## src/rtl/ddr2_cmd_sched.sv

```systemverilog
// ddr2_cmd_sched: moves fixed-size bursts from the ingest FIFO into a DDR2
// ring buffer through the MIG user interface and issues read-back commands.
// Build option: define CMD_SCHED_RD_PRIO_EN to let reads always win
// arbitration; otherwise write and read alternate when both are eligible.
module ddr2_cmd_sched #(
  parameter int DATA_WIDTH   = 64,
  parameter int BURST_LEN    = 4,
  parameter int ADDR_WIDTH   = 31,
  parameter int ADDR_BASE    = 0,
  parameter int ADDR_STEP    = 4,
  parameter int DEPTH_BURSTS = 1024,
  parameter int LEVEL_WIDTH  = 10
) (
  input  logic                          sys_clk,
  input  logic                          reset,
  input  logic                          phy_init_done,
  input  logic                          app_wdf_afull,
  input  logic                          app_af_afull,
  input  logic [LEVEL_WIDTH-1:0]        wr_fifo_count,
  input  logic                          rd_req,
  output logic                          wr_fifo_rd,
  output logic                          app_wdf_wren,
  output logic                          app_af_wren,
  output logic [2:0]                    app_af_cmd,
  output logic [ADDR_WIDTH-1:0]         app_af_addr,
  output logic                          rd_ack,
  output logic [$clog2(DEPTH_BURSTS):0] fill_bursts,
  output logic                          busy
);

  localparam int WDF_WORDS = BURST_LEN / 2;
  localparam int SLOT_W    = $clog2(DEPTH_BURSTS);
  localparam int PTR_W     = SLOT_W + 1;
  localparam int CNT_W     = $clog2(WDF_WORDS + 1);

  typedef enum logic [2:0] {IDLE, ARB, WR_DATA, WR_CMD, RD_CMD} state_t;

  state_t                 state, state_nx;
  logic [PTR_W-1:0]       wr_ptr, rd_ptr, wr_ptr_nx, rd_ptr_nx, fill_int;
  logic [CNT_W-1:0]       word_cnt, word_cnt_nx;
  logic                   last_was_wr, last_was_wr_nx;
  logic                   wr_elig, rd_elig, grant_wr, grant_rd;
  logic                   fifo_rd_nx, af_wren_nx, rd_ack_nx;
  logic [2:0]             af_cmd_nx;
  logic [ADDR_WIDTH-1:0]  af_addr_nx;

  function automatic logic [ADDR_WIDTH-1:0] slot_addr(input logic [SLOT_W-1:0] slot);
    logic [63:0] full;
    full = 64'(ADDR_BASE) + 64'(slot) * 64'(ADDR_STEP);
    return full[ADDR_WIDTH-1:0];
  endfunction

  // Live pointer difference drives eligibility; the fill_bursts port is its registered copy.
  assign fill_int = wr_ptr - rd_ptr;
  assign wr_elig  = (wr_fifo_count >= LEVEL_WIDTH'(WDF_WORDS)) &&
                    (fill_int < PTR_W'(DEPTH_BURSTS)) && phy_init_done;
  assign rd_elig  = rd_req && (fill_int != '0) && phy_init_done;

  // Arbitration between the two eligible requesters.
  always_comb begin
    grant_rd = 1'b0;
    grant_wr = 1'b0;
`ifdef CMD_SCHED_RD_PRIO_EN
    grant_rd = rd_elig;
`else
    grant_rd = rd_elig && (!wr_elig || last_was_wr);
`endif
    grant_wr = wr_elig && !grant_rd;
  end

  // State register.
  always_ff @(posedge sys_clk) begin
    if (reset) state <= IDLE;
    else       state <= state_nx;
  end

  // Next state and next values of every registered output.
  always_comb begin
    state_nx       = state;
    word_cnt_nx    = word_cnt;
    last_was_wr_nx = last_was_wr;
    wr_ptr_nx      = wr_ptr;
    rd_ptr_nx      = rd_ptr;
    fifo_rd_nx     = 1'b0;
    af_wren_nx     = 1'b0;
    rd_ack_nx      = 1'b0;
    af_cmd_nx      = app_af_cmd;
    af_addr_nx     = app_af_addr;
    case (state)
      IDLE: begin
        if (phy_init_done) state_nx = ARB;
      end
      ARB: begin
        if (grant_rd) begin
          state_nx       = RD_CMD;
          last_was_wr_nx = 1'b0;
        end else if (grant_wr) begin
          state_nx       = WR_DATA;
          last_was_wr_nx = 1'b1;
          word_cnt_nx    = '0;
        end else if (!phy_init_done) begin
          state_nx = IDLE;
        end
      end
      WR_DATA: begin
        if (!app_wdf_afull) begin
          fifo_rd_nx = 1'b1;
          if (word_cnt == CNT_W'(WDF_WORDS - 1)) begin
            word_cnt_nx = '0;
            state_nx    = WR_CMD;
          end else begin
            word_cnt_nx = word_cnt + CNT_W'(1);
          end
        end
      end
      WR_CMD: begin
        if (!app_af_afull) begin
          af_wren_nx = 1'b1;
          af_cmd_nx  = 3'b000;
          af_addr_nx = slot_addr(wr_ptr[SLOT_W-1:0]);
          wr_ptr_nx  = wr_ptr + PTR_W'(1);
          state_nx   = ARB;
        end
      end
      RD_CMD: begin
        if (!app_af_afull) begin
          af_wren_nx = 1'b1;
          rd_ack_nx  = 1'b1;
          af_cmd_nx  = 3'b001;
          af_addr_nx = slot_addr(rd_ptr[SLOT_W-1:0]);
          rd_ptr_nx  = rd_ptr + PTR_W'(1);
          state_nx   = ARB;
        end
      end
      default: state_nx = IDLE;
    endcase
  end

  // Datapath registers: pointers, burst word counter and all output strobes.
  always_ff @(posedge sys_clk) begin
    if (reset) begin
      wr_ptr       <= '0;
      rd_ptr       <= '0;
      word_cnt     <= '0;
      last_was_wr  <= 1'b1;
      wr_fifo_rd   <= 1'b0;
      app_wdf_wren <= 1'b0;
      app_af_wren  <= 1'b0;
      app_af_cmd   <= '0;
      app_af_addr  <= ADDR_WIDTH'(ADDR_BASE);
      rd_ack       <= 1'b0;
      fill_bursts  <= '0;
      busy         <= 1'b0;
    end else begin
      wr_ptr       <= wr_ptr_nx;
      rd_ptr       <= rd_ptr_nx;
      word_cnt     <= word_cnt_nx;
      last_was_wr  <= last_was_wr_nx;
      wr_fifo_rd   <= fifo_rd_nx;
      app_wdf_wren <= wr_fifo_rd;
      app_af_wren  <= af_wren_nx;
      app_af_cmd   <= af_cmd_nx;
      app_af_addr  <= af_addr_nx;
      rd_ack       <= rd_ack_nx;
      fill_bursts  <= fill_int;
      busy         <= (state_nx != IDLE);
    end
  end

endmodule

```

## config.mk

```make
export PLATFORM = sky130hd
export DESIGN_NAME = ddr2_cmd_sched
export DESIGN_NICKNAME = d
export VERILOG_FILES = /design/src/rtl/ddr2_cmd_sched.sv
export SDC_FILE = /design/constraint.sdc
export NUM_CORES = 1
export LEC_CHECK = 0
export CORE_MARGIN = 2
export CORE_UTILIZATION = 51
export DETAILED_ROUTE_END_ITERATION = 8
export GPL_TIMING_DRIVEN = 0
export PLACE_DENSITY = 0.81
export SYNTH_ARGS = -nofsm -noshare
export SYNTH_HDL_FRONTEND = slang
export SYNTH_SLANG_ARGS = --single-unit
```

## constraint.sdc

```tcl
create_clock -name sys_clk -period 3.2 [get_ports sys_clk]
set_input_delay 0.48 -clock sys_clk [delete_from_list [all_inputs] [get_ports sys_clk]]
set_output_delay 0.48 -clock sys_clk [all_outputs]
set_load 0.005 [all_outputs]
```

Word-level counts from Yosys, hierarchy flattened. Cells that the tools add are included.

Register bits after elaboration: 78. Input bits: 16. Output and inout port bits: 50. Word-level logic and storage cells: 80.

Add/subtract/negate cells: 4. $lt $le $gt $ge: 2. Equality and inequality tests: 10. Muxes and demuxes: 23. Bitwise logic cells: 4. Reduce and logical (&&, ||, !) cells: 24.

Operators with widths (count): 31-bit two-way mux (2); 31-bit case mux with 2 select lines (1); 3-bit two-way mux (9); 11-bit by 1-bit adder with 11-bit output (second input constant) (2); 3-bit case mux with 4 select lines (1); 11-bit < comparator (second input constant) (1); 11-bit nonzero test (1); 11-bit subtractor (1); 10-bit by 2-bit >= comparator with 1-bit output (second input constant) (1); 2-bit inequality test (second input constant) (5); 2-bit two-way mux (4); 2-bit OR reduction (4); 3-bit by 2-bit == test with 1-bit output (second input constant) (2); 1-bit logical AND (6); 3-bit case mux with 2 select lines (1); 2-bit AND reduction (3); 2-bit nonzero test (3); 1-bit two-way mux (4); 1-bit NOT (4); 2-bit case mux with 2 select lines (1); 4-bit AND reduction (1); 3-bit by 1-bit == test with 1-bit output (second input constant) (1); 3-bit == test (second input constant) (1); 3-bit logical NOT (1); other kinds (6) (7).

Depth between registers and ports, before layout. Gate-level depths: netlist of the first run.

Word-level depth: 13. Gate-level depth with buffers: 12. Mapped depth without buffers: 12.

Worst setup path before layout of the first run. No wires, ideal clock.

Path type: register to register. Start: reg rd_ptr[4]. End: reg word_cnt[0]. Library setup time: 0.121 ns. Arrival time: 2.586 ns. Data required time: 3.079 ns. Slack: 0.493 ns. Cell stages (with the launch flop): 11. Path buffers: 0. Clock period less this slack: 2.707 ns. Path through: dfxtp_1 -> inv_1 -> ha_1 -> a21o_1 -> a31o_1 -> or3_4 -> a2111oi_4 -> nand4_2 -> a211oi_2 -> nor3b_1 -> mux2_4.

Longest elaborated chain between the ends: 11. Elaborated cells between the ends (all ways): 15. Those cells by class: 1 x add/sub; 1 x order compare; 2 x eq/ne; 11 x reduce/logical.

Ends and longest elaborated chain: from (decl) (line 39) `logic [PTR_W-1:0] wr_ptr, rd_ptr, wr_ptr_nx, rd_ptr_nx, fill_int;`; from (signal assigned) (line 156) `rd_ptr <= rd_ptr_nx;`; 11-bit subtractor * (line 54) `assign fill_int = wr_ptr - rd_ptr;`; 11-bit < comparator (line 56) `(fill_int < PTR_W'(DEPTH_BURSTS)) && phy_init_done;`; 1-bit logical AND (line 55) `assign wr_elig = (wr_fifo_count >= LEVEL_WIDTH'(WDF_WORDS)) &&`; 1-bit logical AND (line 56); 1-bit logical NOT (line 66) `grant_rd = rd_elig && (!wr_elig || last_was_wr);`; 1-bit logical OR (line 66); 1-bit logical AND (line 66); 1-bit logical NOT (line 68) `grant_wr = wr_elig && !grant_rd;`; 1-bit logical AND (line 68); 2-bit inequality test (no source line); 4-bit AND reduction (no source line) *; to (signal assigned) (line 157) `word_cnt <= word_cnt_nx;`; to (decl) (line 40) `logic [CNT_W-1:0] word_cnt, word_cnt_nx;`.

Mark *: on every way between the ends. The rest lies on a longest branch, timed or not. A chain may end at the register's enable or synchronous reset.

Worst setup path in the final report of the first run.
Start: reg rd_ptr[3]. End: reg word_cnt[0].

Same word-level chain as after synthesis.

==> results of run 1 <==
[Yosys cell counts (all sizes together), types with 2 or more instances]
cell type  instances
o21ai             11
and3               6
nand4              6
nor2b              8
nor2              61
nor3b              3
a21oi             12
o21a               2
clkbuf            11
nor3               5
xnor2             13
nand2b             3
dfxtp             55
nor4               3
a31oi              4
nand3              6
inv               15
or2                2
mux2i             11
nand2             16
or3                6
a211o              2
xor2              12
a21o               4
a211oi            13
buf               24
o211ai             3
ha                12
[layer usage]
metal / routed length (um) / part of all wire, %
met5: 0 / 0
met4: 162 / 2.5
met3: 326 / 5.0
met2: 3190 / 49
met1: 2860 / 44
[layout by cell type, fill, tap and decap left out, drive strengths merged, types with 13 or more instances in the layout]
cell type / instances
buf: 25
nand2: 16
clkdlybuf4s50: 40
nor2: 61
conb: 23
a211oi: 13
clkbuf: 17
dfxtp: 55
inv: 16
xnor2: 13
[power groups by stage]
| stage | Combinational [mW] | Clock, mW | Sequential, mW |
|---|---|---|---|
| finish | 0.104 | 0.474 | 0.697 |
| global route | 0.115 | 0.505 | 0.698 |
| CTS | 0.100 | 0.481 | 0.697 |
| detailed placement | 0.0997 | 0 | 0.713 |
| global placement | 0.0976 | 0 | 0.712 |
| floorplan | 0.0640 | 0 | 0.712 |
[logic make-up after synthesis]
logic type / count (synthesis) / share of synthesized area [%]
multiplexers: 12 / 4.20
other: 1 / 0.126
buffers and inverters: 50 / 9.20
flip-flops: 55 / 37.0
AO/OA/AOI/OAI: 63 / 15.3
adder cells (fa/ha/maj): 13 / 5.71
XOR/XNOR: 25 / 7.35
AND/OR/NAND/NOR: 130 / 21.2
[per-stage QoR]
stage	hold slack (ns)	util (%)	std cells
detailed placement	0.445	63.7	483
CTS	0.460	65.7	491
global placement	0.429	63.7	483
finish	0.469	66.2	492
floorplan	0.425	-	371
global route	0.481	66.2	492
[layout make-up]
cell class / count / area (um2)
clock inverter: 2 / 38.8
timing repair buffer: 41 / 408
clock buffer: 6 / 72.6
inverter: 15 / 56.3
fill: 486 / 1880
multi-input combinational: 266 / 1710
buffer: 35 / 218
tap: 72 / 90.1
sequential: 55 / 1100
[state kept, by name, indices dropped and copies added (netlist names)]
name	cells
fill_bursts	11
rd_ptr	11
wr_ptr	11
app_af_addr	10
state	3
word_cnt	2
app_af_cmd	1
app_af_wren	1
app_wdf_wren	1
busy	1
last_was_wr	1
rd_ack	1
wr_fifo_rd	1
[timing repair]
item,4_1_cts,5_1_grt
buffers inserted,0,1
resized for setup,0,4
setup endpoints to repair,0,2
[worst paths after layout]
| check | cells past startpoint | to | from |
|---|---|---|---|
| max | 10 | word_cnt[0]$_SDFFE_PP0P_ | rd_ptr[3]$_SDFFE_PP0P_ |
| min | 1 | word_cnt[1]$_SDFFE_PP0P_ | word_cnt[1]$_SDFFE_PP0P_ |
| max reg2reg | 10 | word_cnt[0]$_SDFFE_PP0P_ | rd_ptr[3]$_SDFFE_PP0P_ |
| min reg2reg | 1 | word_cnt[1]$_SDFFE_PP0P_ | word_cnt[1]$_SDFFE_PP0P_ |
[worst reg2reg max path, stage by stage (launching register included)]
cell and delay (ns):
dfxtp_1 0.39, inv_1 0.10, ha_1 0.28, a21o_1 0.24, a31o_1 0.24, or3_4 0.40, a2111oi_4 0.36, nand4_2 0.22
a211oi_4 0.34, nor3b_1 0.11, mux2_4 0.27
==> key figures, run 1 <==
STA
  – Tcrit/Tclk final: 94.7%
  – Setup violators final: 0
  – Endpoints failing hold: 0
  – Post-layout min period: 3.03 ns
  – Worst Tran Pin Value: 0.653 ns
  – FMAX: between 0.3 and 0.4 GHz
  – Fin. max-slew vios: 0
  – Clock skew: roughly 0.011 ns
  – PnR worst setup slack: 0.168 ns
  – Fin Setup TNS: 0 ns
  – RSZ-0062 raised after global routing: false
  – Slew margin rel.: 56.5%

Floorplanning
  – Core area: 5570 um2
  – # rows: 27
  – DIE AREA: 6470 um2
  – Initial Utilization: a little over half
  – Die height: between 80 and 90 um
  – IO Pins: 66
  – Die width: about 80 um

Layout
  – Layout area overhead: 23.9%
  – Layout cells sized above 1: 10.0%
  – Ant diodes: 0
  – Fin area: 3690 um2
  – Fin nets: 448

CTS
  – Root Driver: clkbuf_8
  – H-tree depth: 2
  – CTS Buf Count: 5
  – Clock Tree Buf Depth: 2
  – Clk slew on worst S/H paths: around 0.11 ns
  – Post-CTS Hold Buffers: 0
  – CTS tree: done
  – Clock sinks: 55
  – Latest clock arrival within the worst-skew pair: 0.32 ns

Drt
  – Via-to-Cell Ratio: 5.27
  – Post-DRT Antenna Nets: 0
  – Vias post-DR: roughly 2,600
  – Wire length per cell: between 10 and 15 um
  – DRT Wirelength: roughly 6500 um
  – First-pass DRT Iterations: 5
  – DRC: 0
  – DR iter-0 viols: 117

Placement
  – HPWL after detailed placement: 4940 um
  – Placer congestion estimate: 0.830
  – Pre-CTS setup slack: 0.203 ns
  – Port-buffer cells: 40
  – Dpl cell area: around 3600 um2

Global route
  – Vias in the first global route: 2,385
  – Largest net degree at the start of global routing: 18
  – Grt met3 use: 4.16%
  – Global routing's busiest layer: met2
  – Met1 Use GR: between 20% and 30%
  – M2 GR Usage: 35.8%
  – Antenna violations before repair: 0
  – Gr usage total: between 20 and 25%
  – GR Overflow Total: 0
  – First-pass GRT wire length: between 10,000 and 15,000 um

Synth
  – Post-synth ARST share: 0%
  – FF+latch count, synth: 55
  – Ys flop type: dfxtp_1
  – Synth area leader: dfxtp_1
  – Mean area per synthesized cell: 8.53 um2
  – Cells taking the most area after synthesis: dfxtp_1 (37%), nor2_1 (7.7%), buf_4 (5.8%)
  – Cell variety after synth: 54
  – Sequential element share of the synthesized area: 37.0%
  – Yosys warnings: 0
  – Cells after synthesis: 349
  – Number of synthesized flops with an enable pin: 0
  – Netlist Area Pre-Place: 2980 um2
  – Synth top area share: 37.0%

Worst setup path
  – Element type at the critical path start: flip-flop
  – Crit path kind: flip-flop to flip-flop
  – Worst Setup End Kind: flip-flop
  – Slowest Stage Delay on Critical Path: roughly 0.40 ns
  – Crit path cell chain: inv_1 -> ha_1 -> a21o_1 -> a31o_1 -> or3_4 -> a2111oi_4 -> nand4_2 -> a211oi_4 -> nor3b_1 -> mux2_4
  – Critical path fanouts, max: 6
  – Largest delay contributor family on the critical path: compound AO/OA/AOI/OAI gates
  – Reg2Reg Setup Slack: about 0.17 ns
  – Crit path DAT: 3.25 ns
  – Critical Path Slowest Stage Cell: or3_4
  – Critical path buffer and inverter count: 1
  – CP Data Required Time: 3.42 ns

Power and ir drop
  – Sequential share of power: 54.6%
  – Power density over cell area: 346 nW/um2
  – Switching pwr: 0.291 mW
  – Switching Share: 22.8%
  – Worst vdd ir: ~0.22 mV
  – Clk pwr share: 37.2%
  – Power, Total: 1.28 mW
  – Combinational share of power: 8.2%
  – Pleak: roughly 1.4 nW
  – Pint: a little under 1 mW

Hold path
  – Hold Path Class: flip-flop to flip-flop

Job
  – Max_cap viols: 0

Outcome
  – Status: finished clean
(Power assumes the default switching activity.)
==> run 2: changes to the inputs <==
- SLEW_MARGIN: default -> 20
==> results of run 2 <==
No change in the layout: final DEF, timing and power equal those of run 1.
==> run 3: changes to the inputs <==
- HOLD_SLACK_MARGIN: default -> 0.15
==> results of run 3 <==
No change in the layout: final DEF, timing and power equal those of run 1.
